### src/rtl/equilibrium_pkg.sv
// Shared definitions for the balance-game round sequencer: state encoding and
// default timing constants (all timings in ms ticks).
package equilibrium_pkg;

    typedef enum logic [2:0] {
        ST_IDLE  = 3'd0,
        ST_PREP  = 3'd1,
        ST_ARMED = 3'd2,
        ST_PLAY  = 3'd3,
        ST_HOLD  = 3'd4,
        ST_SCORE = 3'd5
    } state_e;

    localparam int PREP_MS_DEF       = 2000;
    localparam int HOLD_MS_DEF       = 500;
    localparam int PLAY_MS_BASE_DEF  = 10000;
    localparam int PLAY_MS_STEP_DEF  = 1000;
    localparam int PLAY_MS_MIN_DEF   = 3000;
    localparam int ACERTOS_NIVEL_DEF = 3;
    localparam int NIVEL_MAX_DEF     = 7;
    localparam int VIDAS_INI_DEF     = 3;

endpackage

### src/rtl/equilibrium_ms_counter.sv
// Tick-enabled saturating up-counter with synchronous clear. tc_o flags that the
// count has reached limit_i, including on the tick that gets it there.
module equilibrium_ms_counter #(
    parameter int W = 16
) (
    input  logic         clock,
    input  logic         reset,
    input  logic         clear_i,
    input  logic         tick_i,
    input  logic [W-1:0] limit_i,
    output logic         tc_o
);

    logic [W-1:0] count_q, count_d;
    logic [W:0]   count_inc;

    assign count_inc = {1'b0, count_q} + {{W{1'b0}}, 1'b1};

    always_comb begin
        count_d = count_q;
        if (clear_i) begin
            count_d = '0;
        end else if (tick_i && !(&count_q)) begin
            count_d = count_inc[W-1:0];
        end
    end

    always_ff @(posedge clock or posedge reset) begin
        if (reset) begin
            count_q <= '0;
        end else begin
            count_q <= count_d;
        end
    end

    assign tc_o = (count_q >= limit_i) || (tick_i && (count_inc >= {1'b0, limit_i}));

endmodule

### src/rtl/equilibrium_rodada_ctrl.sv
// Round sequencer for the balance game: times the preparation window, referees
// each play round (hold-in-target vs timeout) and keeps score, level and lives.
//
//   state | meaning
//   IDLE  | waiting for start_prep (blocked while game_over)
//   PREP  | timing the preparation window
//   ARMED | prep done, waiting for jogando
//   PLAY  | round running, ball outside target
//   HOLD  | round running, ball held in target
//   SCORE | one-cycle result strobe
module equilibrium_rodada_ctrl
    import equilibrium_pkg::*;
#(
    parameter int PREP_MS       = PREP_MS_DEF,
    parameter int HOLD_MS       = HOLD_MS_DEF,
    parameter int PLAY_MS_BASE  = PLAY_MS_BASE_DEF,
    parameter int PLAY_MS_STEP  = PLAY_MS_STEP_DEF,
    parameter int PLAY_MS_MIN   = PLAY_MS_MIN_DEF,
    parameter int ACERTOS_NIVEL = ACERTOS_NIVEL_DEF,
    parameter int NIVEL_MAX     = NIVEL_MAX_DEF,
    parameter int VIDAS_INI     = VIDAS_INI_DEF,
    parameter int CNT_W         = 16,
    parameter int PTS_W         = 8
) (
    input  logic             clock,
    input  logic             reset,
    input  logic             tick_ms,
    input  logic             clear_jogo,
    input  logic             start_prep,
    input  logic             jogando,
    input  logic             alvo_ok,
    output logic             prep_done,
    output logic             ponto_evento,
    output logic             acerto,
    output logic [PTS_W-1:0] pontos,
    output logic [2:0]       nivel,
    output logic [2:0]       vidas,
    output logic             game_over,
    output logic [2:0]       db_estado
);

    localparam int HIT_W = (ACERTOS_NIVEL > 1) ? $clog2(ACERTOS_NIVEL) : 1;
    localparam int LW    = CNT_W + 3;

    localparam logic [CNT_W-1:0] PREP_LIM   = CNT_W'(PREP_MS);
    localparam logic [CNT_W-1:0] HOLD_LIM   = CNT_W'(HOLD_MS);
    localparam logic [HIT_W-1:0] HIT_LAST   = HIT_W'(ACERTOS_NIVEL - 1);
    localparam logic [2:0]       NIVEL_TOP  = 3'(NIVEL_MAX);
    localparam logic [2:0]       VIDAS_LOAD = 3'(VIDAS_INI);

    state_e             state_q, state_d;
    logic               prep_done_q, prep_done_d;
    logic               acerto_q, acerto_d;
    logic [PTS_W-1:0]   pontos_q, pontos_d;
    logic [2:0]         nivel_q, nivel_d;
    logic [2:0]         vidas_q, vidas_d;
    logic               game_over_q, game_over_d;
    logic [HIT_W-1:0]   hits_q, hits_d;
    logic [CNT_W-1:0]   play_lim_q, play_lim_d;

    logic               timer_clr, timer_tc, hold_clr, hold_tc;
    logic [CNT_W-1:0]   timer_lim;
    logic               prep_fim, score_hit, score_miss;
    logic [LW-1:0]      lim_base, lim_red, lim_diff, lim_full;
    logic [CNT_W-1:0]   lim_sat;

    // Round limit for the current level, floored at PLAY_MS_MIN without underflow.
    assign lim_base = LW'(PLAY_MS_BASE);
    assign lim_red  = LW'(nivel_q) * LW'(PLAY_MS_STEP);
    assign lim_diff = (lim_red >= lim_base) ? '0 : (lim_base - lim_red);
    assign lim_full = (lim_diff > LW'(PLAY_MS_MIN)) ? lim_diff : LW'(PLAY_MS_MIN);
    assign lim_sat  = (|lim_full[LW-1:CNT_W]) ? '1 : lim_full[CNT_W-1:0];

    assign timer_lim = (state_q == ST_PREP) ? PREP_LIM : play_lim_q;

    always_comb begin
        state_d    = state_q;
        prep_fim   = 1'b0;
        score_hit  = 1'b0;
        score_miss = 1'b0;
        if (clear_jogo) begin
            state_d = ST_IDLE;
        end else begin
            unique case (state_q)
                ST_IDLE: begin
                    if (start_prep && !game_over_q) state_d = ST_PREP;
                end
                ST_PREP: begin
                    if (!start_prep) begin
                        state_d = ST_IDLE;
                    end else if (timer_tc) begin
                        state_d  = ST_ARMED;
                        prep_fim = 1'b1;
                    end
                end
                ST_ARMED: begin
                    if (jogando) state_d = ST_PLAY;
                end
                // Expiry outranks a fresh target entry: the ball was never held.
                ST_PLAY: begin
                    if (!jogando) begin
                        state_d = ST_IDLE;
                    end else if (timer_tc) begin
                        state_d    = ST_SCORE;
                        score_miss = 1'b1;
                    end else if (alvo_ok) begin
                        state_d = ST_HOLD;
                    end
                end
                ST_HOLD: begin
                    if (!jogando) begin
                        state_d = ST_IDLE;
                    end else if (alvo_ok && hold_tc) begin
                        state_d   = ST_SCORE;
                        score_hit = 1'b1;
                    end else if (timer_tc) begin
                        state_d    = ST_SCORE;
                        score_miss = 1'b1;
                    end else if (!alvo_ok) begin
                        state_d = ST_PLAY;
                    end
                end
                ST_SCORE: state_d = ST_IDLE;
                default:  state_d = ST_IDLE;
            endcase
        end
    end

    // The play timer survives PLAY<->HOLD moves; every other state entry restarts it.
    assign timer_clr = (state_d != state_q) &&
                       !(((state_q == ST_PLAY) && (state_d == ST_HOLD)) ||
                         ((state_q == ST_HOLD) && (state_d == ST_PLAY)));
    assign hold_clr  = (state_q != ST_HOLD);

    equilibrium_ms_counter #(.W(CNT_W)) u_timer (
        .clock   (clock),
        .reset   (reset),
        .clear_i (timer_clr),
        .tick_i  (tick_ms),
        .limit_i (timer_lim),
        .tc_o    (timer_tc)
    );

    equilibrium_ms_counter #(.W(CNT_W)) u_hold (
        .clock   (clock),
        .reset   (reset),
        .clear_i (hold_clr),
        .tick_i  (tick_ms),
        .limit_i (HOLD_LIM),
        .tc_o    (hold_tc)
    );

    always_comb begin
        prep_done_d = prep_fim;
        acerto_d    = acerto_q;
        pontos_d    = pontos_q;
        nivel_d     = nivel_q;
        vidas_d     = vidas_q;
        game_over_d = game_over_q;
        hits_d      = hits_q;
        play_lim_d  = play_lim_q;
        if ((state_q == ST_ARMED) && (state_d == ST_PLAY)) begin
            play_lim_d = lim_sat;
        end
        if (clear_jogo) begin
            pontos_d    = '0;
            nivel_d     = '0;
            hits_d      = '0;
            vidas_d     = VIDAS_LOAD;
            game_over_d = 1'b0;
        end else if (score_hit) begin
            acerto_d = 1'b1;
            if (!(&pontos_q)) pontos_d = pontos_q + 1'b1;
            if (hits_q == HIT_LAST) begin
                hits_d = '0;
                if (nivel_q < NIVEL_TOP) nivel_d = nivel_q + 3'd1;
            end else begin
                hits_d = hits_q + 1'b1;
            end
        end else if (score_miss) begin
            acerto_d = 1'b0;
            if (vidas_q != 3'd0) vidas_d = vidas_q - 3'd1;
            if (vidas_q <= 3'd1) game_over_d = 1'b1;
        end
    end

    always_ff @(posedge clock or posedge reset) begin
        if (reset) begin
            state_q     <= ST_IDLE;
            prep_done_q <= 1'b0;
            acerto_q    <= 1'b0;
            pontos_q    <= '0;
            nivel_q     <= '0;
            vidas_q     <= VIDAS_LOAD;
            game_over_q <= 1'b0;
            hits_q      <= '0;
            play_lim_q  <= '0;
        end else begin
            state_q     <= state_d;
            prep_done_q <= prep_done_d;
            acerto_q    <= acerto_d;
            pontos_q    <= pontos_d;
            nivel_q     <= nivel_d;
            vidas_q     <= vidas_d;
            game_over_q <= game_over_d;
            hits_q      <= hits_d;
            play_lim_q  <= play_lim_d;
        end
    end

    assign prep_done    = prep_done_q;
    assign ponto_evento = (state_q == ST_SCORE);
    assign acerto       = acerto_q;
    assign pontos       = pontos_q;
    assign nivel        = nivel_q;
    assign vidas        = vidas_q;
    assign game_over    = game_over_q;
    assign db_estado    = state_q;

endmodule

### config.mk
export PLATFORM = sky130hd
export DESIGN_NAME = equilibrium_rodada_ctrl
export DESIGN_NICKNAME = d
export VERILOG_FILES = /design/src/rtl/equilibrium_pkg.sv /design/src/rtl/equilibrium_ms_counter.sv /design/src/rtl/equilibrium_rodada_ctrl.sv
export SDC_FILE = /design/constraint.sdc
export NUM_CORES = 1
export LEC_CHECK = 0
export ABC_AREA = 1
export BUFFER_PORTS_ARGS = -buffer_cell sky130_fd_sc_hd__buf_2
export CORE_UTILIZATION = 56
export DETAILED_ROUTE_END_ITERATION = 7
export PLACE_DENSITY = 0.77
export REMOVE_ABC_BUFFERS = 1
export SYNTH_ARGS = -nofsm -noshare
export SYNTH_HDL_FRONTEND = slang
export SYNTH_SLANG_ARGS = --single-unit
### constraint.sdc
create_clock -name clock -period 2.94 [get_ports clock]
set_input_delay 0.294 -clock clock [delete_from_list [all_inputs] [get_ports clock]]
set_output_delay 0.294 -clock clock [all_outputs]
set_load 0.05 [all_outputs]
Yosys cells after proc, flatten, opt, wreduce, memory -nomap -nowiden
Cells that the tools add are included.
Storage, ports and cells
  bits in registers: 70
  output and inout bits: 21
Operators by class
  $add $sub $neg: 7
  multiply operators: 1
  order comparisons: 8
  equality and inequality tests: 12
  multiplexer cells: 54
  bitwise logic cells: 1
  reduce and logical (&&, ||, !) cells: 37
Operators with widths (count)
  two-way mux 16 bit: 6
  two-way mux 3 bit: 20
  two-way mux 19 bit: 2
  adder 16 x 1 -> 17 bit, second input constant: 2
  AND reduction 16 bit: 2
  two-way mux 8 bit: 3
  > comparator 19 x 12 -> 1 bit, second input constant: 1
  two-way mux 1 bit: 18
  nonzero test 2 bit: 9
  greater-or-equal comparator 17 x 16 -> 1 bit: 1
  greater-or-equal comparator 17 x 9 -> 1 bit, second input constant: 1
  greater-or-equal comparator 16 bit: 1
  greater-or-equal comparator 16 x 9 -> 1 bit, second input constant: 1
  case mux 3 bit (5 select lines): 1
  subtractor 14 x 13 -> 15 bit, first input constant: 1
  greater-or-equal comparator 13 x 14 -> 1 bit, second input constant: 1
  logical AND 1 bit: 10
  multiplier 3 x 7 -> 10 bit, second input constant: 1
  equality test 3 x 2 -> 1 bit, second input constant: 3
  equality test 3 bit, second input constant: 3
  AND reduction 3 bit: 3
  adder 8 x 1 -> 8 bit, second input constant: 1
  AND reduction 8 bit: 1
  two-way mux 2 bit: 3
  18 further kinds: 25

Depth between registers and ports, before layout
  word-level depth: 16
  gate-level depth with buffers: 31

Cells and area by module
Synthesis repeated with hierarchy kept, for this count alone.
Unflattened totals
  cell total of the unflattened synthesis: 889
  area, all modules: 6164.7 um^2
Modules (own cells, without submodules)
  equilibrium_rodada_ctrl: instances 1, cells each 340, area an instance 2408.6 um^2, sequential area each 828.3 um^2
  equilibrium_ms_counter at u_hold: instances 1, cells each 281, area an instance 1888.1 um^2, sequential area each 400.4 um^2
  equilibrium_ms_counter at u_timer: instances 1, cells each 268, area an instance 1868.0 um^2, sequential area each 400.4 um^2

Worst setup path after synthesis
OpenSTA, ideal clock, no wires.
  kind: reg-to-reg
  start: reg nivel_q[0], in the netlist nivel[0]
  end: reg play_lim_q[10]
  setup time: 0.121 ns
  arrival: 3.490 ns
  path slack: -0.671 ns
  cell stages (with the launch flop): 16
  buffers on the path: 0
  path through: dfrtp_1 -> inv_1 -> ha_1 -> inv_1 -> ha_1 -> inv_1 -> fa_1 -> fa_1 -> inv_1 -> nand2_1 -> o311ai_0 -> nand2_1 -> nor2_1 -> inv_1 -> nand2_1 -> o21ai_1
On the way
  cells in the longest elaborated chain, start to end: 7
  elaborated cells between the ends (all ways): 8
RTL lines
  start: declaration: line equilibrium_rodada_ctrl.sv:55  | logic [2:0] nivel_q, nivel_d;
  start signal: assignment: line equilibrium_rodada_ctrl.sv:203  | nivel_q <= nivel_d;
  multiplier 3 x 7 -> 10 bit (*): line equilibrium_rodada_ctrl.sv:69  | assign lim_red = LW'(nivel_q) * LW'(PLAY_MS_STEP);
  subtractor 14 x 13 -> 15 bit / greater-or-equal comparator 13 x 14 -> 1 bit (equally long branches): line equilibrium_rodada_ctrl.sv:70  | assign lim_diff = (lim_red >= lim_base) ? '0 : (lim_base - lim_red);
  two-way mux 19 bit (*): line equilibrium_rodada_ctrl.sv:70
  > comparator 19 x 12 -> 1 bit: line equilibrium_rodada_ctrl.sv:71  | assign lim_full = (lim_diff > LW'(PLAY_MS_MIN)) ? lim_diff : LW'(PLAY_MS_MIN);
  two-way mux 19 bit (*): line equilibrium_rodada_ctrl.sv:71
  OR reduction 3 bit: line equilibrium_rodada_ctrl.sv:72  | assign lim_sat = (|lim_full[LW-1:CNT_W]) ? '1 : lim_full[CNT_W-1:0];
  two-way mux 16 bit (*): line equilibrium_rodada_ctrl.sv:72
  end signal: assignment: line equilibrium_rodada_ctrl.sv:207  | play_lim_q <= play_lim_d;
  end: declaration: line equilibrium_rodada_ctrl.sv:59  | logic [CNT_W-1:0] play_lim_q, play_lim_d;
Every way passes the cells marked *; elsewhere a longest branch is shown, timed or not.
A chain may end at the register's enable or synchronous reset.

Final worst setup path
  start: reg u_timer.count_q[0]
  end: reg u_timer.count_q[7]
On the way
  cells in the longest elaborated chain, start to end: 15
  elaborated cells between the ends (all ways): 28
RTL lines
  start: declaration: line equilibrium_ms_counter.sv:14  | logic [W-1:0] count_q, count_d;
  start signal: assignment: line equilibrium_ms_counter.sv:32  | count_q <= count_d;
  adder 16 x 1 -> 17 bit: line equilibrium_ms_counter.sv:17  | assign count_inc = {1'b0, count_q} + {{W{1'b0}}, 1'b1};
  greater-or-equal comparator 17 x 16 -> 1 bit: line equilibrium_ms_counter.sv:36  | assign tc_o = (count_q >= limit_i) || (tick_i && (count_inc >= {1'b0, limit_i}));
  logical AND 1 bit: line equilibrium_ms_counter.sv:36
  logical OR 1 bit (*): line equilibrium_ms_counter.sv:36
  two-way mux 3 bit: line equilibrium_rodada_ctrl.sv:116  | end else if (timer_tc) begin
  two-way mux 3 bit: line equilibrium_rodada_ctrl.sv:113  | end else if (alvo_ok && hold_tc) begin
  two-way mux 3 bit: line equilibrium_rodada_ctrl.sv:111  | if (!jogando) begin
  case mux 3 bit (5 select lines) (*): line equilibrium_rodada_ctrl.sv:84  | unique case (state_q)
  two-way mux 3 bit (*): line equilibrium_rodada_ctrl.sv:81  | if (clear_jogo) begin
  via state_d[2]: line equilibrium_rodada_ctrl.sv:51  | state_e state_q, state_d;
  equality test 3 bit / equality test 3 x 2 -> 1 bit (equally long branches): line equilibrium_rodada_ctrl.sv:131, equilibrium_rodada_ctrl.sv:132
  logical AND 1 bit (on tied branches): line equilibrium_rodada_ctrl.sv:131, equilibrium_rodada_ctrl.sv:132
  logical OR 1 bit: line equilibrium_rodada_ctrl.sv:131  | !(((state_q == ST_PLAY) && (state_d == ST_HOLD)) ||
  logical NOT 1 bit: line equilibrium_rodada_ctrl.sv:131
  logical AND 1 bit (*): line equilibrium_rodada_ctrl.sv:130  | assign timer_clr = (state_d != state_q) &&
  two-way mux 16 bit / nonzero test 2 bit (equally long branches)
The timed path passes the listed nets; every way through them passes the cells marked *. The select of a mux whose other input is x is not followed.

==> flow_summary_export.csv <==
group,metric,value,unit
status,outcome,"finished, violations left",
status,failed_checks,"setup timing",
timing,fin_crit_sh,1.14,
timing,fmax,299,MHz
worst_setup_path,worstPathRequired,3.22,ns
cts,clock_latency,0.36,ns
timing,worstMarginPinSlew,0.733,ns
timing,rsz0062_at_grt,"yes",
synth,synthCells,695,
power,intPower,0.00262,W
worst_setup_path,path_class,"reg -> reg",
cts,cts_max_level,3,
power,cellPowerDensity,690,mW/mm2
min_path,hp-class,"in -> async",
power,p_leak,3.33,nW
power,power_switching,0.00187,W
timing,clock_skew,0.0151,ns
detailed_routing,first_iter_violations,255,
grt,grt_first_pass_wirelength,21800,um
worst_setup_path,rr_endpoint,"u_timer.count_q[7]$_DFFE_PP0P_",
timing,setup_viol,28,
final_layout,synthToLayoutAreaGrowth,28.5,%
synth,syn_area,0.00507,mm2
power,combPwrFrac,0.557,
power,switching_share,0.417,
synth,synthArstFlopShare,1.00,
worst_setup_path,cp_data_arrival_time,3.63,ns
worst_setup_path,cp_max_fo,8,
cts,cts.sinks,65,
cts,clkTransAtPathRegs,0.08,ns
timing,tns,-10.11,ns
detailed_routing,viasPerCell,5.61,
worst_setup_path,r2r_start,"u_timer.count_q[0]$_DFFE_PP0P_",
cts,cts_tree,"built",
placement,placed_cells,898,
detailed_routing,antenna_left,0,
final_layout,num_antenna_cells,0,
final_layout,drive_gt1_frac,0.281,
worst_setup_path,ff2ff_path_depth,27,
die,start_util,0.581,
detailed_routing,wl,13800,um
power,ir_drop,605,uV
synth,avgSynthCellArea,7.29,um2
worst_setup_path,startpoint_type,"flop",
grt,grt_start_max_net_pins,35,
detailed_routing,wire_per_inst,14.9,um
timing,period_needed,3.35,ns
detailed_routing,drc,0,
die,die_x,97.1,um
worst_setup_path,end_kind,"flop",
final_layout,fin_cells,926,
power,totalPowerFinal,0.00449,W
timing,max_slew_margin,0.511,
detailed_routing,vias,5192,
die,rows,34,
power,clockPowerShare,0.196,
cts,cts-root-buf,"clkbuf_8",
synth,synth.distinct_cells,45,
die,fp.dieH,97.1,um
final_layout,finish.net_count,865,
placement,gp_congestion,0.886,
placement,post-dp-hpwl,9550,um
grt,grt_pass1_vias,4931,
timing,slew_violations,0,
timing,finalHoldWorstSlack,0.0557,ns
cts,clk_path_buf_depth,2,
die,core_area,0.00872,mm2
job,drv_cap,0,
die,design.die.area,0.00943,mm2
timing,worst_slack,-0.408,ns
grt,antenna_found_initial,0,
final_layout,fillerInstances,586,
synth,ys_seq_elements,65,
cts,cts_buffers,9,
worst_setup_path,rrSetupSlack,-0.41,ns
detailed_routing,drt-pass1-iter-count,5,
synth,seq_area_frac_synth,0.322,
placement,portBuffers,27,
synth,synth_warnings,0,
grt,track_usage,0.281,
grt,overflow,0,
synth,synth-edff-count,0,
die,io_pins,28,
power,seqPwrFrac,0.247,
timing,final_hold_viol_count,0,
synth,synth_ff_type,"dfrtp_1",
registers in the layout, indices dropped and copies added (netlist names):
name             count
u_hold.count_q      16
u_timer.count_q     16
play_lim_q          11
pontos               8
db_estado            3
nivel                3
vidas                3
hits_q               2
acerto               1
game_over            1
prep_done            1
power by group through the flow:
stage | Combinational (W) | Sequential [W] | Clock (W)
4_1_cts | 0.00227 | 0.00110 | 0.000882
2_1_floorplan | 0.00120 | 0.00122 | 0
3_5_place_dp | 0.00213 | 0.00111 | 0
6_report | 0.00250 | 0.00111 | 0.000881
3_3_place_gp | 0.00206 | 0.00111 | 0
5_1_grt | 0.00274 | 0.00112 | 0.000925
cell families (layout without fill, tap and decap cells):
kind of cell             count (synthesis)  after routing  share of synthesized area
multiplexers                             2              2                    0.00395
AO/OA/AOI/OAI                          119            119                      0.135
buffers and inverters                  120            243                     0.0934
AND/OR/NAND/NOR                        320            320                      0.287
XOR/XNOR                                24             24                     0.0415
flip-flops                              65             65                      0.322
adder cells (fa/ha/maj)                 45             45                      0.117
cells in the mapped netlist (4+ instances only):
cell      instances  area [um2]
a21oi_1          32         160
a21oi_2          10        87.6
clkbuf_1          6        22.5
dfrtp_1          63        1580
fa_1              4        80.1
ha_1             41         513
inv_1           101         379
inv_2             8        30.0
nand2_1         155         582
nand2_2           6        37.5
nand3_1          39         195
nand3_2           5        50.1
nand4_1          15        93.8
nor2_1           69         259
nor2_2            4        25.0
nor3_1            7        35.0
o21ai_0          39         195
o21ai_1          14        70.1
o22ai_1           9        56.3
or2_2             6        37.5
xnor2_1           4        35.0
xor2_1           20         175
how the worst max path moves through the flow:
stage	start	to	slack (ns)	cells after the start
2_1_floorplan	nivel[0]$_DFFE_PP0P_	play_lim_q[10]$_DFFE_PP0P_	-0.68	15
6_report	u_timer.count_q[0]$_DFFE_PP0P_	u_timer.count_q[7]$_DFFE_PP0P_	-0.41	27
3_5_place_dp	nivel[1]$_DFFE_PP0P_	play_lim_q[7]$_DFFE_PP0P_	-0.50	12
3_3_place_gp	nivel[1]$_DFFE_PP0P_	play_lim_q[9]$_DFFE_PP0P_	-0.46	12
5_1_grt	u_timer.count_q[5]$_DFFE_PP0P_	u_timer.count_q[7]$_DFFE_PP0P_	-0.65	31
4_1_cts	u_timer.count_q[0]$_DFFE_PP0P_	play_lim_q[7]$_DFFE_PP0P_	-0.29	26
per-stage QoR:
stage               setup slack (ns)  cell area [um2]   util
floorplan                     -0.680             5010      -
global route                  -0.646             6510  0.746
finish                        -0.408             6510  0.746
CTS                           -0.294             6250  0.716
global placement              -0.459             5890  0.675
detailed placement            -0.504             5890  0.675
cells in the final DEF, fill, tap and decap left out, drive strengths merged, types with 6 or more instances in the layout:
cell and instances:
nor3 10, a21oi 42, nor2 74, dfrtp 63, o22ai 9, or2 6, buf 114, xor2 20
ha 41, inv 111, nand4 15, nand3 45, clkbuf 12, o21ai 55, nand2 164
per-layer routing:
metal,vias to the layer above,wire length (um),global-route usage
met1,2442,5640,0.362
met4,0,481,0.101
met2,207,6770,0.483
met3,52,882,0.0360
li1,2491,-,-
met5,-,0,0
worst max-delay path, stage by stage (launching register included):
cell and delay (ns):
dfrtp_1 0.38, ha_2 0.20, nand2_2 0.07, nor3_4 0.16, nand3_2 0.12, nor2_4 0.15, xor2_2 0.19, inv_2 0.07
ha_4 0.28, nand2_2 0.04, nor2_1 0.08, nand2_1 0.06, nor2_1 0.10, nor2_1 0.05, nand2_1 0.07, nand2_1 0.06
nand2_2 0.08, nand2_4 0.07, nand3_2 0.08, nand2_2 0.08, inv_2 0.07, nor2_1 0.04, nor2_1 0.09, nand2_1 0.07
nor2_2 0.16, nand3_4 0.13, buf_12 0.18, a21oi_2 0.15
what timing repair did:
item / in CTS / in global routing
hold buffers: 0 / 0
pin swaps: 4 / 16
setup buffers: 3 / 7
setup endpoints to repair: 32 / 40
resized for setup: 27 / 37
cloned: 0 / 3
area by class of cell:
class	instances	area [um2]	area share
flip-flops and latches	65	1630	0.250
repair buffers	117	916	0.141
inverters	110	418	0.0642
well taps	108	135	0.0208
clock buffers	9	124	0.0190
multi-input cells	510	3180	0.489
clock inverters	7	103	0.0158
No activity file was read; power rests on OpenSTA's default activity.
